**config.mk**
```make
export PLATFORM = sky130hd
export DESIGN_NAME = estagio_busca
export DESIGN_NICKNAME = d
export VERILOG_FILES = /design/src/rtl/estagio_busca.sv
export SDC_FILE = /design/constraint.sdc
export NUM_CORES = 1
export LEC_CHECK = 0
export BUFFER_PORTS_ARGS = -buffer_cell sky130_fd_sc_hd__clkbuf_2
export CAP_MARGIN = 0
export CORE_MARGIN = 2
export CORE_UTILIZATION = 25
export CTS_BUF_LIST = sky130_fd_sc_hd__clkbuf_8
export CTS_CLUSTER_DIAMETER = 40
export DETAILED_ROUTE_END_ITERATION = 10
export GPL_ROUTABILITY_DRIVEN = 0
export PLACE_DENSITY = 0.5
export SLEW_MARGIN = 5
export SYNTH_ARGS = -nofsm -noshare
export SYNTH_HDL_FRONTEND = slang
export SYNTH_SLANG_ARGS = --single-unit
```
**constraint.sdc**
```tcl
create_clock -name clock -period 1.9 [get_ports clock]
set_input_delay 0.38 -clock clock [delete_from_list [all_inputs] [get_ports clock]]
set_output_delay 0.38 -clock clock [all_outputs]
set_load 0.1 [all_outputs]
```
**src/rtl/estagio_busca.sv**
```systemverilog
// Instruction-fetch stage: owns the PC, issues variable-latency memory reads and
// holds the fetched word for decode under a valid/ready handshake with flush support.
module estagio_busca #(
    parameter logic [31:0] PC_RESET   = 32'h0000_0000,
    parameter int          INCREMENTO = 4
) (
    input  logic        clock,
    input  logic        reset,
    input  logic [31:0] prox_pc,
    input  logic        descarta,
    output logic [31:0] pc,
    output logic [31:0] pc_mais_4,
    output logic        mem_req,
    output logic [31:0] mem_end,
    input  logic        mem_ack,
    input  logic [31:0] mem_dado,
    output logic [31:0] instr,
    output logic [31:0] instr_pc_mais_4,
    output logic        instr_valido,
    input  logic        decod_pronto,
    output logic [31:0] num_instr
);

    typedef enum logic [1:0] {
        BUSCA    = 2'd0,
        ENTREGA  = 2'd1,
        DESCARTE = 2'd2
    } estado_t;

    estado_t estado, prox_estado;
    logic    carrega_pc;
    logic    captura;
    logic    conta;

    assign pc_mais_4    = pc + 32'(INCREMENTO);
    assign mem_end      = {pc[31:2], 2'b00};
    assign mem_req      = (estado == BUSCA);
    assign instr_valido = (estado == ENTREGA);

    always_comb begin
        prox_estado = estado;
        carrega_pc  = 1'b0;
        captura     = 1'b0;
        conta       = 1'b0;
        case (estado)
            BUSCA: begin
                if (descarta) begin
                    carrega_pc = 1'b1;
                    // An ack landing with the flush returns the stale word; drop it here.
                    if (!mem_ack) prox_estado = DESCARTE;
                end else if (mem_ack) begin
                    captura     = 1'b1;
                    prox_estado = ENTREGA;
                end
            end
            ENTREGA: begin
                if (descarta) begin
                    carrega_pc  = 1'b1;
                    prox_estado = BUSCA;
                end else if (decod_pronto) begin
                    carrega_pc  = 1'b1;
                    conta       = 1'b1;
                    prox_estado = BUSCA;
                end
            end
            DESCARTE: begin
                carrega_pc = descarta;
                if (mem_ack) prox_estado = BUSCA;
            end
            default: prox_estado = BUSCA;
        endcase
    end

    always_ff @(posedge clock) begin
        if (reset) begin
            estado          <= BUSCA;
            pc              <= PC_RESET;
            instr           <= 32'h0;
            instr_pc_mais_4 <= 32'h0;
            num_instr       <= 32'h0;
        end else begin
            estado <= prox_estado;
            if (carrega_pc) pc <= prox_pc;
            if (captura) begin
                instr           <= mem_dado;
                instr_pc_mais_4 <= pc_mais_4;
            end
            if (conta) num_instr <= num_instr + 32'd1;
        end
    end

endmodule
```
# ---- Yosys cells after proc, flatten, opt, wreduce, memory -nomap -nowiden
# Cells that the tools add are included.
dict set report word_totals {
  reg_bits 130
  input_bits 69
  output_inout_bits 194
  wordCells 31
}
dict set report op_classes {
  add_sub_neg 2
  eq_ne 6
  mux 16
  n_reduce_logical 2
}
# cell n
set op_table {}
lappend op_table {{32-bit by 1-bit adder with 32-bit output, second input constant} 1}
lappend op_table {{32-bit by 3-bit adder with 32-bit output, second input constant} 1}
lappend op_table {{2-bit two-way mux} 6}
lappend op_table {{1-bit two-way mux} 8}
lappend op_table {{3-bit by 2-bit inequality test with 1-bit output, second input constant} 2}
lappend op_table {{2-bit one-hot mux with 3 select lines} 1}
lappend op_table {{4-bit AND reduction} 1}
lappend op_table {{3-bit inequality test, second input constant} 1}
lappend op_table {{1-bit one-hot mux with 3 select lines} 1}
lappend op_table {{2-bit by 1-bit equality test with 1-bit output, second input constant} 1}
lappend op_table {{2-bit equality test, second input constant} 1}
lappend op_table {{2-bit logical NOT} 1}
lappend op_table {{2-bit inequality test, second input constant} 1}

# ---- Logic depth before layout (Yosys ltp)
dict set report logic_depth {
  depth_word 3
  ltp_mapped 7
  mapped_depth_nobuf 5
}

# ---- Worst setup path after synthesis
# OpenSTA, ideal clock, no wires.
dict set report synth_path {
  path_type {reg2out}
  from {reg pc[5]}
  to {out pc_mais_4[31]}
  arrival_ns 3.457
  required_ns 1.520
  setup_slack_ns -1.937
  stages_incl_launch_ff 6
  n_path_buf 1
  cell_sequence {dfxtp_1 > nand3_2 > buf_6 > nor4_1 > nand3_1 > xnor2_1}
}
dict set report synth_via {
  elab_chain_len 1
}
# element line_no
set synth_lines {}
lappend synth_lines {{start, declared} 11} ;# output logic [31:0] pc,
lappend synth_lines {{start signal, assigned} 83} ;# if (carrega_pc) pc <= prox_pc;
lappend synth_lines {{32-bit by 3-bit adder with 32-bit output} 35} ;# assign pc_mais_4 = pc + 32'(INCREMENTO);
lappend synth_lines {{end, declared} 12} ;# output logic [31:0] pc_mais_4,
# No other way between the ends.

# ---- Final worst setup path
dict set report layout_path {
  from {reg pc[8]}
  to {out pc_mais_4[27]}
}
# The elaborated chain is that of the path after synthesis.

==> impl_metrics.sql <==
INSERT INTO impl_metrics (metric_group, metric, value, unit) VALUES
('run_status', 'outcome', 'finished, violations left', ''),
('routing', 'drt_drc_violations_left', '0', ''),
('global_route', 'grt_pass1_vias', '6374', ''),
('synth', 'synthTopCellsByArea', 'dfxtp_1 (43%), nand2_1 (11%), a21oi_1 (7.4%)', ''),
('global_route', 'global_route_wire_length_before_repair', '35700', 'um'),
('placement', 'pre_cts_ws', '-308', 'ps'),
('worst_setup_path', 'cp_launch_type', 'flop', ''),
('power', 'clock_power_share', '31.6', '%'),
('final_layout', 'finish.utilization', '44.7', '%'),
('synth', 'post_synth.cell_area_avg', '7.94', 'um^2'),
('floorplanning', 'floorplan.rows', '57', ''),
('routing', 'routed-via-count', '6689', ''),
('min_path', 'path_class_of_the_lowest_slack_min_delay_path', 'input port to flop', ''),
('power', 'vdd.ir_drop.worst', '0.000361', 'V'),
('routing', 'post_drt_via_cell_ratio', '4.58', ''),
('power', 'power.switching', '0.00335', 'W'),
('flow_run', 'cap_viol_max_count', '0', ''),
('power', 'p_int', '0.00476', 'W'),
('placement', 'detailedPlacementHpwl', '16500', 'um'),
('sta', 'report.final.hold_viol_count', '0', ''),
('floorplanning', 'die-height', '160', 'um'),
('synth', 'synthesis.yosys.warnings', '0', ''),
('worst_setup_path', 'cp_data_arrival_time', '2300', 'ps'),
('global_route', 'pin_count_of_the_biggest_net_entering_global_routing', '49', ''),
('synth', 'synth.top_cell.area_share', '42.7', '%'),
('run_status', 'failing_checks', 'setup timing', ''),
('worst_setup_path', 'setup.reg_to_reg.worst_slack', '-50', 'ps'),
('worst_setup_path', 'timing.rr.start', 'pc[8]', ''),
('synth', 'post-synth-top-area-cell', 'dfxtp_1', ''),
('cts', 'cts-htree-levels', '4', ''),
('final_layout', 'layout.cells.most_common_list', 'clkbuf_2 (215), nand2_1 (155), buf_4 (127)', ''),
('power', 'p_comb_share', '32.8', '%'),
('synth', 'netlist_instances', '767', ''),
('sta', 'maxSlewHeadroom', '52.9', '%'),
('final_layout', 'most_common_library_cell_in_the_layout_ignoring_fill_and_taps', 'clkbuf_2', ''),
('routing', 'finalWirelength', '23500', 'um'),
('worst_setup_path', 'reg2reg_depth', '5', ''),
('power', 'sequentialPowerShare', '35.5', '%'),
('min_path', 'timing.hold.worst_endpoint', 'pc[15]', ''),
('synth', 'ys_seq_area_share', '42.7', '%'),
('final_layout', 'num_antenna_cells', '0', ''),
('floorplanning', 'coreArea', '24100', 'um^2'),
('sta', 'final_max_slew_viol_count', '0', ''),
('worst_setup_path', 'worst-endpoint-required', '1520', 'ps'),
('placement', 'port-buffer-count', '260', ''),
('routing', 'met2RoutedLength', '11400', 'um'),
('synth', 'primary_flip_flop_cell_chosen_by_synthesis_mapping', 'dfxtp_1', ''),
('floorplanning', 'initial_core_util', '25.3', '%'),
('cts', 'numClockSinks', '130', ''),
('routing', 'drtPass1Iterations', '4', ''),
('sta', 'finalSetupViolCount', '31', ''),
('sta', 'maxClockFrequency', '0.373', 'GHz'),
('cts', 'cts-buffers-inserted', '17', ''),
('cts', 'latest_clock_arrival_within_the_worst_skew_pair', '440', 'ps'),
('global_route', 'antenna_violations_before_repair', '0', ''),
('global_route', 'gr-total-overflow', '0', ''),
('sta', 'fin_crit', '2680', 'ps'),
('worst_setup_path', 'max_fo_critical_path', '5', ''),
('sta', 'setup_slack', '-781', 'ps'),
('floorplanning', 'ios', '263', ''),
('floorplanning', 'die_x', '160', 'um'),
('worst_setup_path', 'reg2reg_to', 'instr_pc_mais_4[27]', ''),
('power', 'power_leakage', '4.61', 'nW'),
('floorplanning', 'area_of_the_die', '25600', 'um^2'),
('placement', 'placement.cell_area', '9650', 'um^2'),
('sta', 'worst_margin_slew', '706', 'ps'),
('final_layout', 'layout-drive-gt1-share', '53.9', '%'),
('routing', 'routedLengthMet1', '10200', 'um'),
('synth', 'yosys_register_bits', '130', ''),
('cts', 'cts_root_buf', 'clkbuf_8', ''),
('cts', 'cts_buffer_depth', '2', '');
==> state kept, by name, indices dropped and copies added, names as in the netlist <==
register         cells
estado               2
instr               32
instr_pc_mais_4     32
num_instr           32
pc                  32
==> metal layers <==
layer,GRT usage [%],up-vias
met5,0,-
met4,4.71,0
met3,5.38,18
met2,29.9,187
met1,22.2,3097
li1,-,3387
==> how the worst max path moves through the flow <==
| stage | startpoint | end | cells past startpoint |
|---|---|---|---|
| 4_1_cts | pc[25] | pc_mais_4[30] | 5 |
| 5_1_grt | pc[3] | pc_mais_4[30] | 6 |
| 3_5_place_dp | pc[20] | pc_mais_4[28] | 6 |
| 3_3_place_gp | pc[25] | pc_mais_4[29] | 5 |
| 2_1_floorplan | pc[5] | pc_mais_4[28] | 5 |
| 6_report | pc[8] | pc_mais_4[27] | 6 |
==> worst max-delay path: stages (launching register included) <==
cell and delay [ps]:
dfxtp_4 390, nand2_4 60, or3_4 450, buf_12 160, or4_4 550, nand2_4 80, buf_12 160
==> power groups by stage <==
stage | Combinational [W] | Clock [W] | Sequential, W
after floorplan | 0.00107 | 0 | 0.00382
after global placement | 0.00257 | 0 | 0.00294
after detailed placement | 0.00257 | 0 | 0.00294
after CTS | 0.00265 | 0.00267 | 0.00288
after global routing | 0.00276 | 0.00280 | 0.00290
final | 0.00266 | 0.00257 | 0.00288
==> cells in the mapped netlist, drive strengths merged (3+ instances only) <==
library cell  count
nand2           171
dfxtp           130
a21oi            90
nor2             54
buf              49
clkbuf           33
nand3            29
or4              27
nand4            23
o31ai            23
or3              13
a311oi           12
xnor2            12
and3             11
nor4             11
o21ai            11
xor2             11
o21a              8
nor3              7
and2              6
and4              6
inv               6
nor2b             3
==> what timing repair did <==
item | 4_1_cts | 5_1_grt
setup endpoints to repair | 43 | 49
pin swaps | 21 | 30
gates resized for setup | 60 | 36
buffers inserted | 22 | 14
cloned | 2 | 3
hold buffers | 0 | 0
==> stage by stage <==
step | TNS [ps] | total power (W) | cells | hold WS, ps
floorplan | -14710 | 0.00489 | 768 | 459
global placement | -4600 | 0.00551 | 1391 | 442
detailed placement | -4760 | 0.00551 | 1391 | 446
CTS | -16250 | 0.00820 | 1446 | 113
global route | -18280 | 0.00847 | 1459 | 111
finish | -15230 | 0.00811 | 1459 | 149
==> cell families (layout without fill, tap and decap cells) <==
kind of cell,count (synthesis),in the layout,share of synthesized area (%)
AND/OR/NAND/NOR,367,368,29.4
AO/OA/AOI/OAI,151,152,14.8
flip-flops,130,130,42.7
buffers and inverters,89,454,8.58
XOR/XNOR,23,23,3.31
multiplexers,4,4,0.698
adder cells (fa/ha/maj),2,2,0.411
other,1,2,0.0615
==> area by class of cell <==
cell class                      count  area [um^2]  area share (%)
Tap cell                          324          405            3.77
Multi-Input combinational cell    551         3900            36.2
Sequential cell                   130         2800            26.0
Clock buffer                       17          234            2.17
Timing Repair Buffer              416         3220            29.9
Inverter                            6         28.8           0.267
Clock inverter                     15          183            1.70
Note: power is estimated with default switching activity, not from simulation.
